==> src/rtl/uart_tx_arbiter.sv <==
// uart_tx_arbiter: round-robin sharing of one UART transmitter with inter-frame gap and stuck-frame timeout
module uart_tx_arbiter #(
    parameter int NUM_REQ      = 4,
    parameter int GAP_CLKS     = 0,
    parameter int TIMEOUT_CLKS = 4096
) (
    input  logic                       i_clk_sys,
    input  logic                       i_rst_l,
    input  logic [NUM_REQ-1:0]         i_req_valid,
    input  logic [NUM_REQ*8-1:0]       i_req_data,
    output logic [NUM_REQ-1:0]         o_req_ready,
    output logic                       o_tx_start,
    output logic [7:0]                 o_tx_byte,
    input  logic                       i_tx_done,
    output logic                       o_busy,
    output logic [$clog2(NUM_REQ)-1:0] o_grant_id,
    output logic [NUM_REQ-1:0]         o_done,
    output logic                       o_timeout
);
    localparam int IW   = $clog2(NUM_REQ);
    localparam int MAXC = (GAP_CLKS > TIMEOUT_CLKS) ? GAP_CLKS : TIMEOUT_CLKS;
    localparam int CW   = $clog2(MAXC + 1);

    typedef enum logic [1:0] {IDLE, START, WAIT_DONE, GAP} state_t;

    state_t         state_q, state_d;
    logic [CW-1:0]  cnt_q, cnt_d;
    logic [IW-1:0]  rr_q, rr_d, grant_q, grant_d, sel, cand;
    logic [7:0]     byte_q, byte_d, dsel;
    logic           start_q, start_d, busy_q, busy_d, timeout_q, timeout_d, found;
    logic [NUM_REQ-1:0] done_q, done_d;

    // first valid requester above the last grant, wrapping, plus its byte
    always_comb begin
        sel   = '0;
        cand  = '0;
        found = 1'b0;
        dsel  = 8'h00;
        for (int i = 1; i <= NUM_REQ; i++) begin
            cand = IW'((int'(rr_q) + i) % NUM_REQ);
            if (!found && i_req_valid[cand]) begin
                found = 1'b1;
                sel   = cand;
            end
        end
        for (int k = 0; k < NUM_REQ; k++)
            if (sel == IW'(k)) dsel = i_req_data[8*k +: 8];
    end

    // next state, counter and registered output pulses; ready is the only combinational output
    always_comb begin
        state_d     = state_q;
        cnt_d       = cnt_q + 1'b1;
        rr_d        = rr_q;
        grant_d     = grant_q;
        byte_d      = byte_q;
        start_d     = 1'b0;
        timeout_d   = 1'b0;
        done_d      = '0;
        o_req_ready = '0;
        case (state_q)
            IDLE: begin
                cnt_d = '0;
                if (found) begin
                    o_req_ready[sel] = 1'b1;
                    byte_d  = dsel;
                    grant_d = sel;
                    rr_d    = sel;
                    start_d = 1'b1;
                    state_d = START;
                end
            end
            START: state_d = WAIT_DONE;
            WAIT_DONE: begin
                if (i_tx_done) begin
                    done_d[grant_q] = 1'b1;
                    state_d = (GAP_CLKS > 0) ? GAP : IDLE;
                    cnt_d   = '0;
                end else if (cnt_q >= CW'(TIMEOUT_CLKS - 1)) begin
                    timeout_d = 1'b1;
                    state_d   = IDLE;
                    cnt_d     = '0;
                end
            end
            GAP: begin
                if (cnt_q >= CW'(GAP_CLKS - 1)) begin
                    state_d = IDLE;
                    cnt_d   = '0;
                end
            end
            default: state_d = IDLE;
        endcase
        busy_d = (state_d != IDLE);
    end

    // state and output registers; rr starts at the top so requester 0 wins first
    always_ff @(posedge i_clk_sys or negedge i_rst_l) begin
        if (!i_rst_l) begin
            state_q   <= IDLE;
            cnt_q     <= '0;
            rr_q      <= IW'(NUM_REQ - 1);
            grant_q   <= '0;
            byte_q    <= 8'h00;
            start_q   <= 1'b0;
            busy_q    <= 1'b0;
            timeout_q <= 1'b0;
            done_q    <= '0;
        end else begin
            state_q   <= state_d;
            cnt_q     <= cnt_d;
            rr_q      <= rr_d;
            grant_q   <= grant_d;
            byte_q    <= byte_d;
            start_q   <= start_d;
            busy_q    <= busy_d;
            timeout_q <= timeout_d;
            done_q    <= done_d;
        end
    end

    assign o_tx_start = start_q;
    assign o_tx_byte  = byte_q;
    assign o_busy     = busy_q;
    assign o_grant_id = grant_q;
    assign o_done     = done_q;
    assign o_timeout  = timeout_q;
endmodule

==> config.mk <==
export PLATFORM = sky130hd
export DESIGN_NAME = uart_tx_arbiter
export DESIGN_NICKNAME = d
export VERILOG_FILES = /design/src/rtl/uart_tx_arbiter.sv
export SDC_FILE = /design/constraint.sdc
export NUM_CORES = 1
export LEC_CHECK = 0
export CAP_MARGIN = 20
export CORE_ASPECT_RATIO = 0.6
export CORE_MARGIN = 4
export CORE_UTILIZATION = 25
export DETAILED_ROUTE_END_ITERATION = 10
export PLACE_DENSITY_LB_ADDON = 0.05
export SLEW_MARGIN = 5
export SYNTH_ARGS = -nofsm -noshare
export SYNTH_HDL_FRONTEND = slang
export SYNTH_SLANG_ARGS = --single-unit
export TNS_END_PERCENT = 30
==> constraint.sdc <==
create_clock -name i_clk_sys -period 3.6 [get_ports i_clk_sys]
set_input_delay 0.72 -clock i_clk_sys [delete_from_list [all_inputs] [get_ports i_clk_sys]]
set_output_delay 0.72 -clock i_clk_sys [all_outputs]
set_load 0.005 [all_outputs]
==> metrics.txt <==
status completed; final core utilization 38.3%; startpoint types primary input; Int Pwr 1230 uW; CTS root buf clkbuf_16; Mapped Area 1960 um^2; CP startpoint i_req_valid[1]; sequential share of power 32.2%; IR drop worst, VDD 0.000254 V; first-pass GRT wire length 9.00 mm; Die X-Extent 122 um; CP arrival 2730 ps; GPL Wtd Cong 0.758; post-route ant nets 0; Final Max Tran Viols 0; chip height 76.6 um; Synth Instances 199; dpl cell area 2710 um^2; Tcrit/Tclk final 95.9%; Final min period 3450 ps; Synth Area in Simple Gates 25.3%; vias 1,681; Hold Buf Count CTS 0; P per Cell Area 680 nW/um^2; layout filler cell count 788; Synth Warn # 0; die area 9380 um^2; Sw Ratio 36.4%; DRT Pass-1 Iters 4; CP max stage cell clkdlybuf4s50_1; post-synthesis sequential area ratio 43.5%; placed cell count 363; Synth cell types 51; clock latency at the later pin of the worst-skew pair 270 ps; vias in the first global route 1,724; CP required 2880 ps; ys async rst share 100%; met3 routed WL 458 um; largest family of logic cells by synthesized area simple AND/OR/NAND/NOR gates; CTS tree yes; ANT cells 0; initial antenna violation count 0; H-tree depth 2; Post-synth EDFFs 0; Layout Cells excl Fill 371; port buffer count 59; Core Region 7450 um^2; DP HPWL 4.22 mm; crit path max fanout 9; CTS resizes 0; worst path cell trace clkdlybuf4s50_1 > or3b_1 > o221ai_1 > o21a_1 > and2_1 > clkdlybuf4s50_1; Hold Crit Start o_grant_id[0]; # IOs 60; highest cell delay on the worst timing path 620 ps; Final Power 1940 uW; Bufs on Longest Clock Path 2; Synth Area in XOR/XNOR 4.46%; Initial Util 26.4%; Comb power frac 45.8%; fraction of synthesized area in multiplexers 4.08%; Setup Viol. Count Final 0; Starting DRT DRC Count 97; Clk pwr share 22.1%; final instance area 2850 um^2; crit-path most repeated cell clkdlybuf4s50_1; complex-gate fraction of the synthesized area 17.4%; max layer used met4; Leak 0.00119 uW; setup_tns 0 ps; relative slew slack 59.7%; Adder-Cell Fraction of Synth Area 0.637%; worst reg2reg path startpoint rr_q[0]; FMAX 290 MHz; layout cells sized above 1 18.0%; Setup Crit Path Kind in2out; Setup Fix Bufs, Post-CTS 0; crit end category primary output; nets@finish 306; Metal-1 WL 2.93 mm; Hold Path Class reg2reg; TritonCTS Buffers 5; Yosys reg bits 34; gr usage total 12.4%; total congestion overflow 0; clock-pin slew on the worst setup and hold paths 50 ps; NetSw 707 uW; actual slew at the worst max-slew pin 604 ps; max-cap violations 0; area occupied by multi-input gates 1020 um^2; WL final 5.47 mm; CTS sink cnt 34; register area 853 um^2; vias per std cell 4.53; Final Hold Viols 0; ys flop type dfrtp_1; largest net degree at the start of global routing 35; syn avg cell area 9.86 um^2; Syn Nets 239; Area Growth Syn to Fin 45.3%; DRC viols 0; RSZ-0062 raised after global routing false; Met2 Wirelength 2.03 mm; WL/cell 14.7 um; Site Rows 24; Worst Skew 2.18 ps
state kept, by name, indices dropped and copies added (netlist names):
register and count:
cnt_q 13, o_busy 1, o_done 4, o_grant_id 2, o_timeout 1, o_tx_byte 8, o_tx_start 1, rr_q 2
state_q 2
stage by stage:
stage	setup WS [ps]	hold slack, ps
floorplan	1160	424
global placement	175	499
detailed placement	169	497
CTS	169	503
global route	47.2	535
finish	146	495
kinds of logic after synthesis:
kind of cell / count (synthesis)
simple gates: 92
compound gates: 36
flops: 34
buf+inv: 18
xor+xnor: 10
mux: 8
fa+ha+maj: 1
synthesized netlist by cell type (2+ instances only):
cell	number	area, um^2
o21a_1	2	15.0
clkbuf_1	2	7.51
nand3_1	7	35.0
nor3_1	14	70.1
or3b_2	2	17.5
a211oi_2	12	150
and2_1	3	18.8
dfstp_2	2	52.6
nand2b_1	4	25.0
inv_1	6	22.5
nor2_1	30	113
nor3b_1	2	15.0
o21ai_1	2	10.0
inv_2	2	7.51
xnor2_1	3	26.3
nand4_1	2	12.5
buf_4	3	22.5
a21o_1	3	22.5
buf_2	4	20.0
xor2_1	7	61.3
o21ai_0	2	10.0
nand2_1	14	52.6
dfrtp_1	32	801
a21oi_1	4	20.0
mux2i_1	8	80.1
nor4_1	2	12.5
final timing paths:
| kind | end | slack, ps | cells after the start |
|---|---|---|---|
| min reg2reg | o_done[2] | 500 | 1 |
| max in group asynchronous | rr_q[0] | 2400 | 2 |
| min in group asynchronous | cnt_q[6] | 850 | 2 |
| min | o_done[2] | 500 | 1 |
| max reg2reg | o_tx_byte[2] | 1650 | 6 |
| max | o_req_ready[1] | 150 | 6 |
critical path: cells and delay by family:
kind	cells	cell delay, ps
AOI/OAI and AO/OA	2	320
and+or+nand+nor	2	560
buffers and inverters	2	1130
power by group through the flow:
stage               Combinational [uW]  Clock (uW)  Sequential [uW]
floorplan                          551           0              580
global placement                   901           0              632
detailed placement                 898           0              628
CTS                                902         442              626
global route                       981         459              647
finish                             888         428              624
area by class of cell:
| class | instances | share of cell area, % |
|---|---|---|
| clock inverter | 1 | 0.175 |
| timing repair buffer | 70 | 23.6 |
| inverter | 8 | 1.05 |
| multi-input combinational | 147 | 35.7 |
| clock buffer | 7 | 5.00 |
| tap | 104 | 4.56 |
| sequential | 34 | 29.9 |
per-layer routing:
layer	up-vias	GRT usage [%]
li1	835	-
met1	786	19.0
met2	55	14.9
met3	5	5.42
met4	0	3.69
met5	-	0
cell usage in the layout (no fill, tap or decap), types with 4 or more instances in the layout:
| cell type | count |
|---|---|
| dfrtp_1 | 32 |
| buf_4 | 11 |
| inv_1 | 6 |
| clkdlybuf4s50_1 | 59 |
| nor2_1 | 30 |
| clkbuf_16 | 5 |
| a21oi_1 | 4 |
| mux2i_1 | 8 |
| nand2b_1 | 4 |
| nand3_1 | 7 |
| nor3_1 | 14 |
| a211oi_2 | 12 |
| nand2_1 | 14 |
| xor2_1 | 7 |
(Power assumes the default switching activity.)
